===== src/rtl/serial_byte_queue_pkg.sv =====
// Shared defaults and width helpers for the serial byte queue.
package serial_byte_queue_pkg;

  localparam int unsigned DEF_WIDTH      = 8;
  localparam int unsigned DEF_DEPTH      = 8;
  localparam int unsigned DEF_BIT_PERIOD = 100;

  function automatic int unsigned ptr_width(input int unsigned depth);
    return (depth > 1) ? $clog2(depth) : 1;
  endfunction

  localparam int unsigned DEF_PTR_W = ptr_width(DEF_DEPTH);
  localparam int unsigned DEF_CNT_W = DEF_PTR_W + 1;

endpackage


===== src/rtl/serial_byte_queue_fifo.sv =====
// Synchronous byte FIFO with a registered read port; a pop on empty leaves o_dout unchanged.
module byte_fifo
  import serial_byte_queue_pkg::*;
#(
  parameter int unsigned WIDTH = DEF_WIDTH,
  parameter int unsigned DEPTH = DEF_DEPTH
) (
  input  logic             i_clk,
  input  logic             i_rst_n,
  input  logic             i_push,
  input  logic             i_pop,
  input  logic [WIDTH-1:0] i_din,
  output logic [WIDTH-1:0] o_dout,
  output logic             o_full,
  output logic             o_empty
);

  localparam int unsigned PTR_W = ptr_width(DEPTH);
  localparam int unsigned CNT_W = PTR_W + 1;

  logic [WIDTH-1:0] r_mem [DEPTH];
  logic [PTR_W-1:0] r_wr_ptr;
  logic [PTR_W-1:0] r_rd_ptr;
  logic [CNT_W-1:0] r_count;
  logic [WIDTH-1:0] r_dout;
  logic             w_do_push;
  logic             w_do_pop;

  assign o_full    = (r_count == CNT_W'(DEPTH));
  assign o_empty   = (r_count == '0);
  assign o_dout    = r_dout;
  assign w_do_push = i_push & ~o_full;
  assign w_do_pop  = i_pop & ~o_empty;

  always_ff @(posedge i_clk) begin
    if (w_do_push) r_mem[r_wr_ptr] <= i_din;
  end

  always_ff @(posedge i_clk or negedge i_rst_n) begin
    if (!i_rst_n) begin
      r_wr_ptr <= '0;
      r_rd_ptr <= '0;
      r_count  <= '0;
      r_dout   <= '0;
    end else begin
      if (w_do_push) r_wr_ptr <= r_wr_ptr + 1'b1;
      if (w_do_pop) begin
        r_dout   <= r_mem[r_rd_ptr];
        r_rd_ptr <= r_rd_ptr + 1'b1;
      end
      case ({w_do_push, w_do_pop})
        2'b10:   r_count <= r_count + 1'b1;
        2'b01:   r_count <= r_count - 1'b1;
        default: r_count <= r_count;
      endcase
    end
  end

endmodule


===== src/rtl/serial_byte_queue.sv =====
// Mid-bit serial deserializer (MSB first) feeding a byte FIFO; dequeue_in rising edges pop to data_out.
module serial_byte_queue
  import serial_byte_queue_pkg::*;
#(
  parameter int unsigned BIT_PERIOD = DEF_BIT_PERIOD,
  parameter int unsigned DEPTH      = DEF_DEPTH,
  parameter int unsigned WIDTH      = DEF_WIDTH
) (
  input  logic             clock1M,
  input  logic             reset,
  input  logic             data_in,
  input  logic             write_in,
  input  logic             dequeue_in,
  output logic [WIDTH-1:0] data_out,
  output logic             status_out
);

  localparam int unsigned PH_W = $clog2(BIT_PERIOD);
  localparam int unsigned BC_W = $clog2(WIDTH);
  localparam logic [PH_W-1:0] PH_MID  = PH_W'(BIT_PERIOD / 2);
  localparam logic [PH_W-1:0] PH_LAST = PH_W'(BIT_PERIOD - 1);
  localparam logic [BC_W-1:0] BC_LAST = BC_W'(WIDTH - 1);

  logic [PH_W-1:0]  r_phase;
  logic [BC_W-1:0]  r_bitcnt;
  logic [WIDTH-1:0] r_sr;
  logic             r_pending;
  logic             r_status;
  logic             r_deq_q;

  logic             w_sample;
  logic             w_push;
  logic             w_pop;
  logic             w_full;
  logic             w_empty;

  // A pending byte lives in r_sr, so sampling stalls until the FIFO accepts it.
  assign w_sample   = write_in & (r_phase == PH_MID) & ~r_pending;
  assign w_push     = r_pending & ~w_full;
  assign w_pop      = dequeue_in & ~r_deq_q & ~w_empty;
  assign status_out = r_status;

  always_ff @(posedge clock1M or negedge reset) begin
    if (!reset) begin
      r_phase   <= '0;
      r_bitcnt  <= '0;
      r_sr      <= '0;
      r_pending <= 1'b0;
      r_status  <= 1'b0;
      r_deq_q   <= 1'b0;
    end else begin
      r_deq_q  <= dequeue_in;
      r_status <= (r_bitcnt != '0) | r_pending;

      // Holding phase at 0 while idle makes the write_in rising edge the phase origin.
      if (!write_in || r_phase == PH_LAST) r_phase <= '0;
      else                                 r_phase <= r_phase + 1'b1;

      if (!write_in) begin
        r_bitcnt <= '0;
      end else if (w_sample) begin
        r_sr <= {r_sr[WIDTH-2:0], data_in};
        if (r_bitcnt == BC_LAST) begin
          r_bitcnt  <= '0;
          r_pending <= 1'b1;
        end else begin
          r_bitcnt <= r_bitcnt + 1'b1;
        end
      end

      if (w_push) r_pending <= 1'b0;
    end
  end

  byte_fifo #(
    .WIDTH (WIDTH),
    .DEPTH (DEPTH)
  ) u_fifo (
    .i_clk   (clock1M),
    .i_rst_n (reset),
    .i_push  (w_push),
    .i_pop   (w_pop),
    .i_din   (r_sr),
    .o_dout  (data_out),
    .o_full  (w_full),
    .o_empty (w_empty)
  );

endmodule


===== config.mk =====
export PLATFORM = sky130hd
export DESIGN_NAME = serial_byte_queue
export DESIGN_NICKNAME = d
export VERILOG_FILES = /design/src/rtl/serial_byte_queue_pkg.sv /design/src/rtl/serial_byte_queue_fifo.sv /design/src/rtl/serial_byte_queue.sv
export SDC_FILE = /design/constraint.sdc
export NUM_CORES = 1
export LEC_CHECK = 0
export CORE_MARGIN = 3
export CORE_UTILIZATION = 44
export CTS_CLUSTER_DIAMETER = 150
export DETAILED_ROUTE_END_ITERATION = 6
export PLACE_DENSITY = 0.61
export SETUP_SLACK_MARGIN = 0.15
export SLEW_MARGIN = 20
export SYNTH_ARGS = -nofsm -noshare
export SYNTH_HDL_FRONTEND = slang
export SYNTH_SLANG_ARGS = --single-unit

===== constraint.sdc =====
create_clock -name clock1M -period 2.4 [get_ports clock1M]
set_clock_uncertainty 0.1 [all_clocks]
set_input_delay 0.48 -clock clock1M [delete_from_list [all_inputs] [get_ports clock1M]]
set_output_delay 0.48 -clock clock1M [all_outputs]
set_load 0.1 [all_outputs]

==> flow_summary.toml <==
[routing]
average_vias_per_placed_instance = 4.90
detail_route.drc_violations = 0
drt-total-wl_um = 6730
route.vias.total = 2235
drt_iter0_markers = 81
ant_nets = 0
drt_first_pass_iters = 4
wl_per_cell_um = 14.8

[worst_setup_path]
worst_ep_arrival_time_ns = 2.31
worst-setup-path-type = "reg -> reg"
timing.critical_path.slowest_cell_delay_ns = 0.47
critPathRequiredTime_ns = 2.58
timing.critical_path.to_type = "flop"
cpMaxStageDelayCell = "dfrtp_2"
startpoint_type = "flop"
crit_path_max_fanout = 5
crit_path_cell_chain = "nor4_4, nor3b_2, buf_4, ha_1, or3_1, o32ai_1, xor2_1"

[power]
post_layout_power_mw = 4.22
p_leak_nw = 1.76
switchingPower_mw = 1.45
swShare_pct = 34.4
intPower_mw = 2.77
powerDensity_nw_per_um2 = 878
peakVddDrop_uv = 416
seq_power_share_pct = 52.4
power.clock.fraction_pct = 21.9
share_comb_of_total_power_pct = 25.7

[floorplan]
fp.dieH_um = 104
floorplan.io_pins = 14
row_count = 35
fp.dieArea_um2 = 10900
chipWidth_um = 104
initial_core_util_pct = 45.5
floorplan.core_area_um2 = 9330

[final_layout]
design_area_um2 = 4800
final_core_density_pct = 51.5
areaGrowthSynthToFinish_pct = 13.2
nets = 337
final.fill_count = 790
drive_above_1_share_pct = 18.3
sequential_cell_area_um2 = 2900
insertedDiodeCount = 0
multi_input_gate_area_in_the_final_layout_um2 = 1270

[logic_synthesis]
synth.largest_area_cell = "edfxtp_1"
postSynthCellCount = 290
synth_top_cell_area_share_pct = 45.3
synth_cell_types = 36
yosysMostFrequentCell = "edfxtp_1"
postSynthRegisterBits = 103
synth-edff-count = 64
ys_warn_count = 0
seq_area_frac_synth_pct = 68.3
post_synth_net_total = 305
mapped_area_um2 = 4240
async_flop_share_pct = 37.9
avgSynthCellArea_um2 = 14.6
dominantRegCellSynth = "edfxtp_1"
netlist_top_cells_count = "edfxtp_1 (64), dfrtp_1 (39), mux2i_1 (32)"
post_synth_main_area_contributors = "edfxtp_1 (45%), dfrtp_1 (23%), mux2i_1 (7.5%)"

[clock_tree]
cts_tree = "built"
worstSkewPairLatency_ns = 0.35
cts.sinks = 103
clock-root-buffer = "clkbuf_8"
clock_transition_at_the_registers_of_the_reported_paths_ns = 0.09
cts-buffers-inserted = 9
htreeDepth = 3
cts_buffer_depth = 2

[timing]
timing.final.hold_violations = 0
setup-violations-final = 0
fin_tns_setup_ns = 0
final_critical_path_share_of_the_clock_period_pct = 88.8
report.final.slew_viol_count = 0
max_clock_freq_ghz = 0.469
max_slew.worst_pin.slew_ns = 0.813
timing.final.crit_period_ns = 2.13
setup_repair_after_global_routing_missed_its_margin = "no"
relative_max_transition_margin_pct = 45.6

[global_route]
first_global_vias = 2263
antenna_violations_before_repair = 0
globalRoute.totalOverflow = 0
first_pass_grt_wire_length_um = 11400
global_route.usage.total_pct = 13.4
grt_max_degree = 40

[place]
place.port_buffers = 13
post_dp_cell_area_um2 = 4570
hpwlAfterDp_um = 4500
placer_congestion = 0.804

[flow_run]
max-cap-violations = 0

[run_status]
status = "completed"

[hold_path]
hold_path.class = "in -> async"
## placed cells by master (no fill, tap or decap), types with 10 or more instances in the layout
cell type,synthesis,final
a22oi_1,16,16
buf_4,2,26
dfrtp_1,39,34
edfxtp_1,64,64
ha_1,10,10
inv_1,13,13
mux2i_1,32,32
nand2_1,12,12
nand3_1,15,15
nor2_1,17,17
o21ai_1,13,13
## state kept, by name, summed over array words and instances, names as in the netlist
name / count
u_fifo.r_rd_ptr: 3
u_fifo.r_mem: 64
u_fifo.r_count: 4
r_sr: 8
u_fifo.r_wr_ptr: 3
status_out: 1
r_phase: 7
r_bitcnt: 3
r_deq_q: 1
u_fifo.o_dout: 8
r_pending: 1
## critical path, delay by kind of cell (launching register included)
family	cells	cell delay, ns
compound gates	1	0.17
xor+xnor	1	0.17
fa+ha+maj	1	0.29
buf+inv	1	0.14
flops	1	0.47
simple gates	3	0.70
## power by group through the flow
| stage | combinational (mW) | clock (mW) | sequential, mW |
|---|---|---|---|
| floorplan | 0.530 | 0 | 2.44 |
| global placement | 0.992 | 0 | 2.21 |
| detailed placement | 1.00 | 0 | 2.21 |
| CTS | 1.00 | 0.963 | 2.19 |
| global route | 1.15 | 1.05 | 2.23 |
| finish | 1.08 | 0.925 | 2.21 |
## metal layers
metal | part of all wire (%) | GRT usage (%)
met1 | 46 | 17.6
met2 | 48 | 21.8
met3 | 4.6 | 4.10
met4 | 1.1 | 3.70
met5 | 0 | 0
## kinds of logic (layout without fill, tap and decap cells)
group,after synthesis,in the layout,synth area share (%)
muxes,42,42,10.5
buffers and inverters,24,61,2.59
adders and majority gates,10,10,2.95
and+or+nand+nor,64,64,7.81
xor gates and xnor gates,13,13,2.68
DFF,103,103,68.3
AOI/OAI and AO/OA,34,34,5.22
## metrics by stage
stage          hold slack (ns)  worst slack, ns  std cells
4_1_cts                 0.0771            0.189        451
6_report                0.0697            0.268        456
2_1_floorplan           0.0844            0.187        290
3_3_place_gp             0.399           0.0561        435
5_1_grt                  0.102            0.158        456
3_5_place_dp             0.404          0.00951        435
## path summary, 6_finish.rpt
kind,start,to,slack (ns),cells past startpoint
setup reg to reg,u_fifo.r_count[2]$_DFFE_PN0P_,u_fifo.r_count[3]$_DFFE_PN0P_,0.27,7
hold / removal,reset,u_fifo.o_dout[3]$_DFFE_PN0P_,0.07,2
min in group clock1M,r_bitcnt[0]$_DFFE_PN0P_,r_bitcnt[0]$_DFFE_PN0P_,0.42,1
setup / recovery,u_fifo.r_count[2]$_DFFE_PN0P_,u_fifo.r_count[3]$_DFFE_PN0P_,0.27,7
hold reg to reg,r_bitcnt[0]$_DFFE_PN0P_,r_bitcnt[0]$_DFFE_PN0P_,0.42,1
max in group asynchronous,reset,u_fifo.r_count[1]$_DFFE_PN0P_,1.75,2
## layout make-up
| class | instances | area share [%] |
|---|---|---|
| clock buffers | 10 | 2.66 |
| inverters | 14 | 1.09 |
| repair buffers | 31 | 5.21 |
| clock inverters | 6 | 0.755 |
| flip-flops and latches | 103 | 60.5 |
| well taps | 129 | 3.36 |
| multi-input cells | 163 | 26.5 |
## timing repair
| action | in CTS | in global routing |
|---|---|---|
| pin swaps | 0 | 1 |
| gates resized for setup | 2 | 7 |
| hold buffers | 0 | 0 |
| setup buffers | 0 | 5 |
| setup endpoints to repair | 1 | 11 |
| hold endpoints to repair | 0 | 0 |
Note: power is estimated with default switching activity, not from simulation.
